$ cat src/rtl/serial_sub_pkg.sv
// Shared types and constants for the bit-serial subtractor.
// Holds the FSM state encoding and the default operand width.
package serial_sub_pkg;

  localparam int DEFAULT_WIDTH = 8;

  typedef enum logic [1:0] {
    IDLE = 2'd0,
    RUN  = 2'd1,
    DONE = 2'd2
  } state_t;

endpackage

$ cat src/rtl/full_subtractor.sv
// One-bit full subtractor cell: d = x - y - b_in, with borrow out.
// Counterpart of the full_adder cell used in the combinational datapath.
module full_subtractor
  import serial_sub_pkg::*;
(
  input  logic x,
  input  logic y,
  input  logic b_in,
  output logic d,
  output logic b_out
);

  assign d     = x ^ y ^ b_in;
  assign b_out = (~x & y) | (~x & b_in) | (y & b_in);

endmodule

$ cat src/rtl/serial_subtractor.sv
// Bit-serial subtractor: diff = a - b - borrow_in, LSB first, one bit per clock,
// with valid/ready handshakes on the operand and result sides.
module serial_subtractor
  import serial_sub_pkg::*;
#(
  parameter int WIDTH = DEFAULT_WIDTH
) (
  input  logic             clk,
  input  logic             rst,
  input  logic             in_valid,
  output logic             in_ready,
  input  logic [WIDTH-1:0] a,
  input  logic [WIDTH-1:0] b,
  input  logic             borrow_in,
  output logic             out_valid,
  input  logic             out_ready,
  output logic [WIDTH-1:0] diff,
  output logic             borrow_out,
  output logic             busy
);

  localparam int CW = $clog2(WIDTH + 1);

  state_t           state_q;
  logic [WIDTH-1:0] aShift_q;
  logic [WIDTH-1:0] bShift_q;
  logic [WIDTH-1:0] resShift_q;
  logic [WIDTH-1:0] diff_q;
  logic             br_q;
  logic             borrow_q;
  logic [CW-1:0]    cnt_q;

  logic             bitDiff;
  logic             bitBorrow;
  logic [WIDTH-1:0] resShift_d;

  full_subtractor uCell (
    .x     (aShift_q[0]),
    .y     (bShift_q[0]),
    .b_in  (br_q),
    .d     (bitDiff),
    .b_out (bitBorrow)
  );

  // New result bit enters from the MSB side so the LSB-first stream lands in order.
  assign resShift_d = (resShift_q >> 1) | {bitDiff, {(WIDTH-1){1'b0}}};

  always_ff @(posedge clk) begin
    if (rst) begin
      state_q    <= IDLE;
      aShift_q   <= '0;
      bShift_q   <= '0;
      resShift_q <= '0;
      diff_q     <= '0;
      br_q       <= 1'b0;
      borrow_q   <= 1'b0;
      cnt_q      <= '0;
    end else begin
      case (state_q)
        IDLE: begin
          if (in_valid) begin
            aShift_q <= a;
            bShift_q <= b;
            br_q     <= borrow_in;
            cnt_q    <= '0;
            state_q  <= RUN;
          end
        end
        RUN: begin
          aShift_q   <= aShift_q >> 1;
          bShift_q   <= bShift_q >> 1;
          br_q       <= bitBorrow;
          resShift_q <= resShift_d;
          cnt_q      <= cnt_q + CW'(1);
          // The visible result only changes once all bits are in.
          if (cnt_q == CW'(WIDTH - 1)) begin
            diff_q   <= resShift_d;
            borrow_q <= bitBorrow;
            state_q  <= DONE;
          end
        end
        DONE: begin
          if (out_ready) begin
            state_q <= IDLE;
          end
        end
        default: state_q <= IDLE;
      endcase
    end
  end

  assign in_ready   = (state_q == IDLE);
  assign out_valid  = (state_q == DONE);
  assign busy       = (state_q != IDLE);
  assign diff       = diff_q;
  assign borrow_out = borrow_q;

endmodule

$ cat config.mk
export PLATFORM = sky130hd
export DESIGN_NAME = serial_subtractor
export DESIGN_NICKNAME = d
export VERILOG_FILES = /design/src/rtl/serial_sub_pkg.sv /design/src/rtl/full_subtractor.sv /design/src/rtl/serial_subtractor.sv
export SDC_FILE = /design/constraint.sdc
export NUM_CORES = 1
export LEC_CHECK = 0
export ABC_CLOCK_PERIOD_IN_PS = 1900
export CORE_ASPECT_RATIO = 0.9
export CORE_MARGIN = 1.5
export CORE_UTILIZATION = 56
export DETAILED_ROUTE_END_ITERATION = 6
export PLACE_DENSITY = 0.84
export SETUP_SLACK_MARGIN = 0.4
export SYNTH_ARGS = -nofsm -noshare
export SYNTH_HDL_FRONTEND = slang
export SYNTH_HIERARCHICAL = 1
export SYNTH_SLANG_ARGS = --single-unit
$ cat constraint.sdc
create_clock -name clk -period 1.9 [get_ports clk]
set_input_delay 0.19 -clock clk [delete_from_list [all_inputs] [get_ports clk]]
set_output_delay 0.19 -clock clk [all_outputs]
set_load 0.01 [all_outputs]
==> results of run 1 <==
repair_timing:
action / in CTS / in global routing
endpoints found under the hold margin: 0 / 0
hold buffers: 0 / 0
resized for setup: 8 / 4
pin swaps: 1 / 0
setup buffers: 1 / 0
setup endpoints to repair: 10 / 7
gates cloned: 0 / 0
sequential cells by signal, summed over array words and instances (netlist names):
register and cells:
aShift_q 8, bShift_q 8, diff 8, resShift_q 7, cnt_q 4, state_q 2
borrow_out 1, br_q 1
final timing paths:
path	endpoint	slack, ns	depth (start not counted)
setup reg to reg	aShift_q[0]	0.52	4
hold reg to reg	diff[0]	0.47	2
setup / recovery	borrow_out	0.52	1
hold / removal	diff[0]	0.47	2
cell families (layout without fill, tap and decap cells):
logic type / count (synthesis) / after routing / share of synthesized area (%)
buf+inv: 19 / 51 / 5.86
flops: 39 / 39 / 42.0
fa+ha+maj: 2 / 2 / 1.75
compound gates: 30 / 30 / 9.64
mux: 10 / 10 / 5.39
simple gates: 112 / 112 / 35.3
cells in the mapped netlist, drive strengths merged:
cell and instances:
a21oi 22, a22oi 1, a31oi 2, a32oi 2, buf 10, clkbuf 6, dfxtp 39, fa 1
ha 1, inv 3, mux2i 10, nand2 17, nand2b 34, nand3 2, nand3b 2, nand4b 1
nor2 22, nor2b 3, nor3 15, o21ba 2, o21bai 1, or3 1, or3b 15
layer usage:
layer	routed length [um]	vias to the layer above	global-route usage, %
met5	0	-	0
met1	1770	718	27.9
met4	87	0	12.4
li1	-	772	-
met2	1820	32	35.3
met3	143	8	5.63
power by group through the flow:
| stage | Combinational [mW] | Sequential, mW | Clock (mW) |
|---|---|---|---|
| finish | 0.236 | 0.878 | 0.813 |
| global route | 0.259 | 0.883 | 0.854 |
| CTS | 0.233 | 0.878 | 0.819 |
| detailed placement | 0.227 | 0.898 | 0 |
| global placement | 0.222 | 0.895 | 0 |
| floorplan | 0.159 | 0.889 | 0 |
final cells by class:
type                    instances  area, um2
multi-input cells             154        988
flip-flops and latches         39        788
fillers                       220        748
repair buffers                 40        393
clock buffers                   6       72.6
clock inverters                 2       60.1
well taps                      42       52.6
inverters                       3       11.3
worst min-delay path: stages (launching register included):
cell      delay (ns)
dfxtp_1         0.31
nand2b_1        0.06
mux2i_1         0.06
metrics by stage:
stage	worst slack [ns]	area [um2]	std cells
final	0.517	2370	286
after global routing	0.464	2370	286
after CTS	0.337	2350	286
after detailed placement	0.337	2200	277
after global placement	0.369	2200	277
after floorplan	0.673	1860	212
==> reports/qor.yml, run 1 <==
detailed_routing:
  wl_per_cell_um: 13.4
  drt-vias-per-instance: 5.35
  drcViolationCount: 0
  drtIter0Drc: 85
  wirelength_mm: 3.82
  vias: 1530
  final_antenna_net_count: 0
  drt-pass1-iter-count: 5
sta:
  slew_headroom_pct: 81.2
  finalClockSkew_ns: 0.00262
  hold_ws_ns: 0.475
  hold_viol_final: 0
  fmax_ghz: 0.723
  finalSetupTns_ns: 0
  setup_violations: 0
  rsz0062_at_grt: "false"
  tightest_slew_ns: 0.282
  finalCritPeriodShare_pct: 72.8
  finalMaxSlewViolations: 0
  min_period_ns: 1.38
die:
  coreArea_um2: 3110
  fp.dieW_um: 63.7
  die_h_um: 57.6
  die_area_um2: 3670
  io_pins: 33
  initial_core_util_pct: 59.6
  std_cell_rows: 19
clock_network:
  cts_max_level: 2
  cts_root_buf: "clkbuf_8"
  cts_buffers: 5
  clkTransAtPathRegs_ns: 0.07
  insertion_delay_ns: 0.29
  cts_num_sinks: 39
  cts_tree: "yes"
  cts_buffer_depth: 2
worst_setup_path:
  cp-startpoint: "borrow_out"
  slowest_delay_ns: 0.54
  critPathTopFamily: "buffers and inverters"
  path_buf_inv: 1
  timing.rr.start: "state_q[0]"
  critPathLaunchType: "flip-flop"
  critical_path.max_fanout: 2
  critPathCaptureType: "primary output"
  crit_slowest_cell: "clkdlybuf4s50_1"
  cp.arrival_ns: 1.19
  crit_chain: "clkdlybuf4s50_1"
  critPathKind: "flip-flop to primary output"
  cp.required_ns: 1.71
placed_design:
  hpwl_mm: 2.38
  io_buffer_count: 32
  globalplace.congestion: 0.733
final_layout:
  n_antenna_cell: 0
  final_cell_mix: "dfxtp_1 (37), nand2b_1 (33), clkdlybuf4s50_1 (29)"
  drive_gt1_share_pct: 9.84
  area_growth_syn_to_layout_pct: 27.4
  final_common_cell: "dfxtp_1"
  final_nets: 266
  final_util_pct: 76.0
power:
  power_switching_mw: 0.422
  pwr-share-seq_pct: 45.6
  switching_share_pct: 21.9
  finalPower_mw: 1.93
  p_int_mw: 1.50
  max-vdd-ir-drop_uv: 593
  cellLeakagePower_nw: 0.920
  p_per_area_nw_per_um2: 814
  power.share.clock_pct: 42.2
  p_comb_share_pct: 12.2
synthesis:
  ys_seq_area_share_pct: 42.0
  yosysTopAreaCell: "dfxtp_1"
  synth_top_area_share_pct: 42.0
  synth.area.top_cells: "dfxtp_1 (42%), nand2b_1 (11%), or3b_1 (7.1%)"
  synthesis.nets: 235
  synth.distinct_cells: 27
  ys_ff_latch: 39
  netlist_instances: 212
  synth-warning-count: 6
  synth_area_um2: 1860
  syn_avg_cell_area_um2: 8.76
global_routing:
  grt_max_degree: 49
  grt_pass1_wl_mm: 6.20
  grt_pass1_vias: 1362
  grt.overflow.total: 0
  grt_use_total_pct: 22.2
  antenna_found_initial: 0
min_path:
  worstHoldStart: "diff[0]"
  hold_class: "flip-flop to flip-flop"
flow_run:
  maxCapViolCount: 0
status:
  status: "complete, no violations"
Power figures use the tool's default switching activity.
==> run 2: changes to the inputs <==
- ABC_CLOCK_PERIOD_IN_PS: 1900 -> 1100
- CORE_UTILIZATION: 56 -> 47
- PLACE_DENSITY: 0.84 -> 0.75
- clock period: 1.9 -> 1.1 ns (I/O delays scaled with it)
==> run 2 against run 1 <==
Total power up 57%. Setup slack worse by 0.66 ns. Critical path depth up 3. Die area up 18%. First-iteration DRC count down 27%. Flip-flop and latch count unchanged. Register-to-register slack worse by 0.63 ns. Clock-buffer cell count unchanged. Highest routed layer unchanged. Largest cell class unchanged. Final cell count up 12%. Routed wire length up 6.8%. The flow now finishes with violations (setup timing). Cell area up 15%.
==> reports/qor.yml, run 2 (synthesis results as in run 1) <==
status:
  status: "finished, violations left"
  violations: "setup timing"
power:
  cellLeakagePower_nw: 1.09  # +19%
  power_switching_mw: 0.770  # +83%
  max-vdd-ir-drop_uv: 710  # +20%
  pwr-share-seq_pct: 50.3  # +4.7 points
  p_per_area_nw_per_um2: 1110  # +37%
  p_comb_share_pct: 18.5  # +6.3 points
  switching_share_pct: 25.4  # +3.6 points
  p_int_mw: 2.26  # +50%
  power.share.clock_pct: 31.1  # -11 points
  finalPower_mw: 3.03  # +57%
clock_network:
  cts_max_level: 2  # unchanged
  cts_buffers: 5  # unchanged
  cts_tree: "yes"
  cts_buffer_depth: 2  # unchanged
  clkTransAtPathRegs_ns: 0.08  # about the same
  cts_num_sinks: 39  # unchanged
  cts_root_buf: "clkbuf_8"
  insertion_delay_ns: 0.29  # about the same
die:
  fp.dieW_um: 69.3  # +8.7%
  die_h_um: 62.6  # +8.7%
  initial_core_util_pct: 49.4  # -10 points
  io_pins: 33  # unchanged
  die_area_um2: 4340  # +18%
  coreArea_um2: 3760  # +21%
  std_cell_rows: 21  # +2
worst_setup_path:
  critPathCaptureType: "primary output"
  cp.arrival_ns: 1.13  # -0.06 ns
  cp-startpoint: "state_q[0]"
  crit_chain: "buf_4 > nor2_4 > inv_1 > buf_2"
  crit_slowest_cell: "dfxtp_4"
  critical_path.max_fanout: 11  # +9
  critPathLaunchType: "flip-flop"
  reg2reg_depth: 4  # unchanged
  cp.required_ns: 0.99  # -0.72 ns
  r2r-end: "diff[5]"
  timing.rr.start: "state_q[0]"
  critPathKind: "flip-flop to primary output"
  r2r_slack_ns: -0.11  # -0.63 ns
  slowest_delay_ns: 0.39  # -0.15 ns
detailed_routing:
  wirelength_mm: 4.08  # +6.8%
  drt-vias-per-instance: 5.04  # -5.8%
  final_antenna_net_count: 0  # unchanged
  wl_per_cell_um: 12.8  # -4.6%
  vias: 1613  # +5.4%
  drt-pass1-iter-count: 4  # -1
  drcViolationCount: 0  # unchanged
  drtIter0Drc: 62  # -27%
final_layout:
  final_common_cell: "nand2b_1"
  area_growth_syn_to_layout_pct: 46.6
  drive_gt1_share_pct: 36.1  # +26 points
  final_cell_mix: "nand2b_1 (34), buf_4 (27), dfxtp_1 (23)"
  n_antenna_cell: 0  # unchanged
  final_nets: 296  # +11%
min_path:
  hold_class: "flip-flop to flip-flop"
  hold_depth: 2  # unchanged
  min_to: "resShift_q[1]"
  worstHoldStart: "resShift_q[1]"
sta:
  hold_viol_final: 0  # unchanged
  slew_headroom_pct: 85.3  # +4.1 points
  fmax_ghz: 0.806
  finalMaxSlewViolations: 0  # unchanged
  rsz0062_at_grt: "true"
  finalClockSkew_ns: 0.0112  # +0.00856 ns
  layout_setup_ws_ns: -0.141  # -0.657 ns
  finalSetupTns_ns: -2.73  # -2.73 ns
  min_period_ns: 1.24
  finalCritPeriodShare_pct: 113
  setup_violations: 34  # +34
  tightest_slew_ns: 0.220  # -0.0616 ns
global_routing:
  met2_usage_pct: 31.6  # -3.7 points
  grt_most_used_layer: "met2"
  grt_pass1_wl_mm: 6.83  # +10%
  grt_use_met3_pct: 4.52  # -1.1 points
  met1_usage_pct: 24.6  # -3.3 points
  antenna_found_initial: 0  # unchanged
  grt_max_degree: 35  # -29%
  grt.overflow.total: 0  # unchanged
  grt_use_total_pct: 19.2  # -3.0 points
  grt_pass1_vias: 1510  # +11%
flow_run:
  maxCapViolCount: 0  # unchanged
placed_design:
  globalplace.congestion: 0.754  # +2.9%
  hpwl_mm: 2.57  # +8.3%
  dp_slack_ns: -0.387  # -0.723 ns
  io_buffer_count: 32  # unchanged
-- run 2: cell types whose count changed in the layout (fill, tap and decap cells not counted), sizes merged --
cell / previous run / this run
buf: 8 / 48
bufinv: 2 / 0
clkdlybuf4s15: 0 / 1
clkdlybuf4s50: 29 / 20
clkinv: 0 / 1
clkinvlp: 0 / 1
dlygate4sd2: 2 / 0
dlymetal6s2s: 1 / 0
nor2: 22 / 23
-- run 2: critical path: cells and delay by family (launching register included) --
kind | cells | cell delay [ns]
buffers and inverters | 3 | 0.33
flip-flops | 1 | 0.39
AND/OR/NAND/NOR | 1 | 0.13
-- run 2: what timing repair did --
action / in CTS / in global routing
cloned: 1 / 0
setup endpoints to repair: 51 / 51
gates resized for setup: 85 / 11
pin swaps: 4 / 3
setup buffers: 5 / 4
hold buffers: 0 / 0
-- run 2: routing by layer --
layer | vias to the layer above | part of all wire (%)
met3 | 8 | 3.5
met1 | 743 | 48
met4 | 0 | 1.5
li1 | 835 | -
met2 | 27 | 47
met5 | - | 0
-- run 2: power groups by stage --
| stage | clock [mW] | combinational, mW | sequential [mW] |
|---|---|---|---|
| 2_1_floorplan | 0 | 0.294 | 1.54 |
| 3_3_place_gp | 0 | 0.478 | 1.55 |
| 3_5_place_dp | 0 | 0.487 | 1.55 |
| 4_1_cts | 0.956 | 0.525 | 1.52 |
| 5_1_grt | 1.03 | 0.613 | 1.53 |
| 6_report | 0.942 | 0.561 | 1.52 |
-- run 2: area by class of cell --
class	count	area (um2)
multi-input cells	155	1070
fillers	270	1030
flip-flops and latches	39	803
repair buffers	69	697
clock buffers	6	72.6
well taps	46	57.6
clock inverters	2	12.5
inverters	3	11.3
-- run 2: metrics by stage --
step	hold slack (ns)	cells	cell area (um2)	utilization, %
6_report	0.459	320	2720	72.5
5_1_grt	0.481	320	2720	72.5
4_1_cts	0.458	316	2660	70.7
3_5_place_dp	0.447	302	2430	64.7
3_3_place_gp	0.443	302	2430	64.7
2_1_floorplan	0.282	212	1900	-
-- run 2: worst max-delay path by stage --
stage	to	slack (ns)	cells past startpoint
global route	diff[2]	-0.20	4
floorplan	aShift_q[0]	-0.08	5
finish	busy	-0.14	4
CTS	diff[5]	-0.13	4
global placement	aShift_q[0]	-0.34	5
detailed placement	aShift_q[0]	-0.39	5
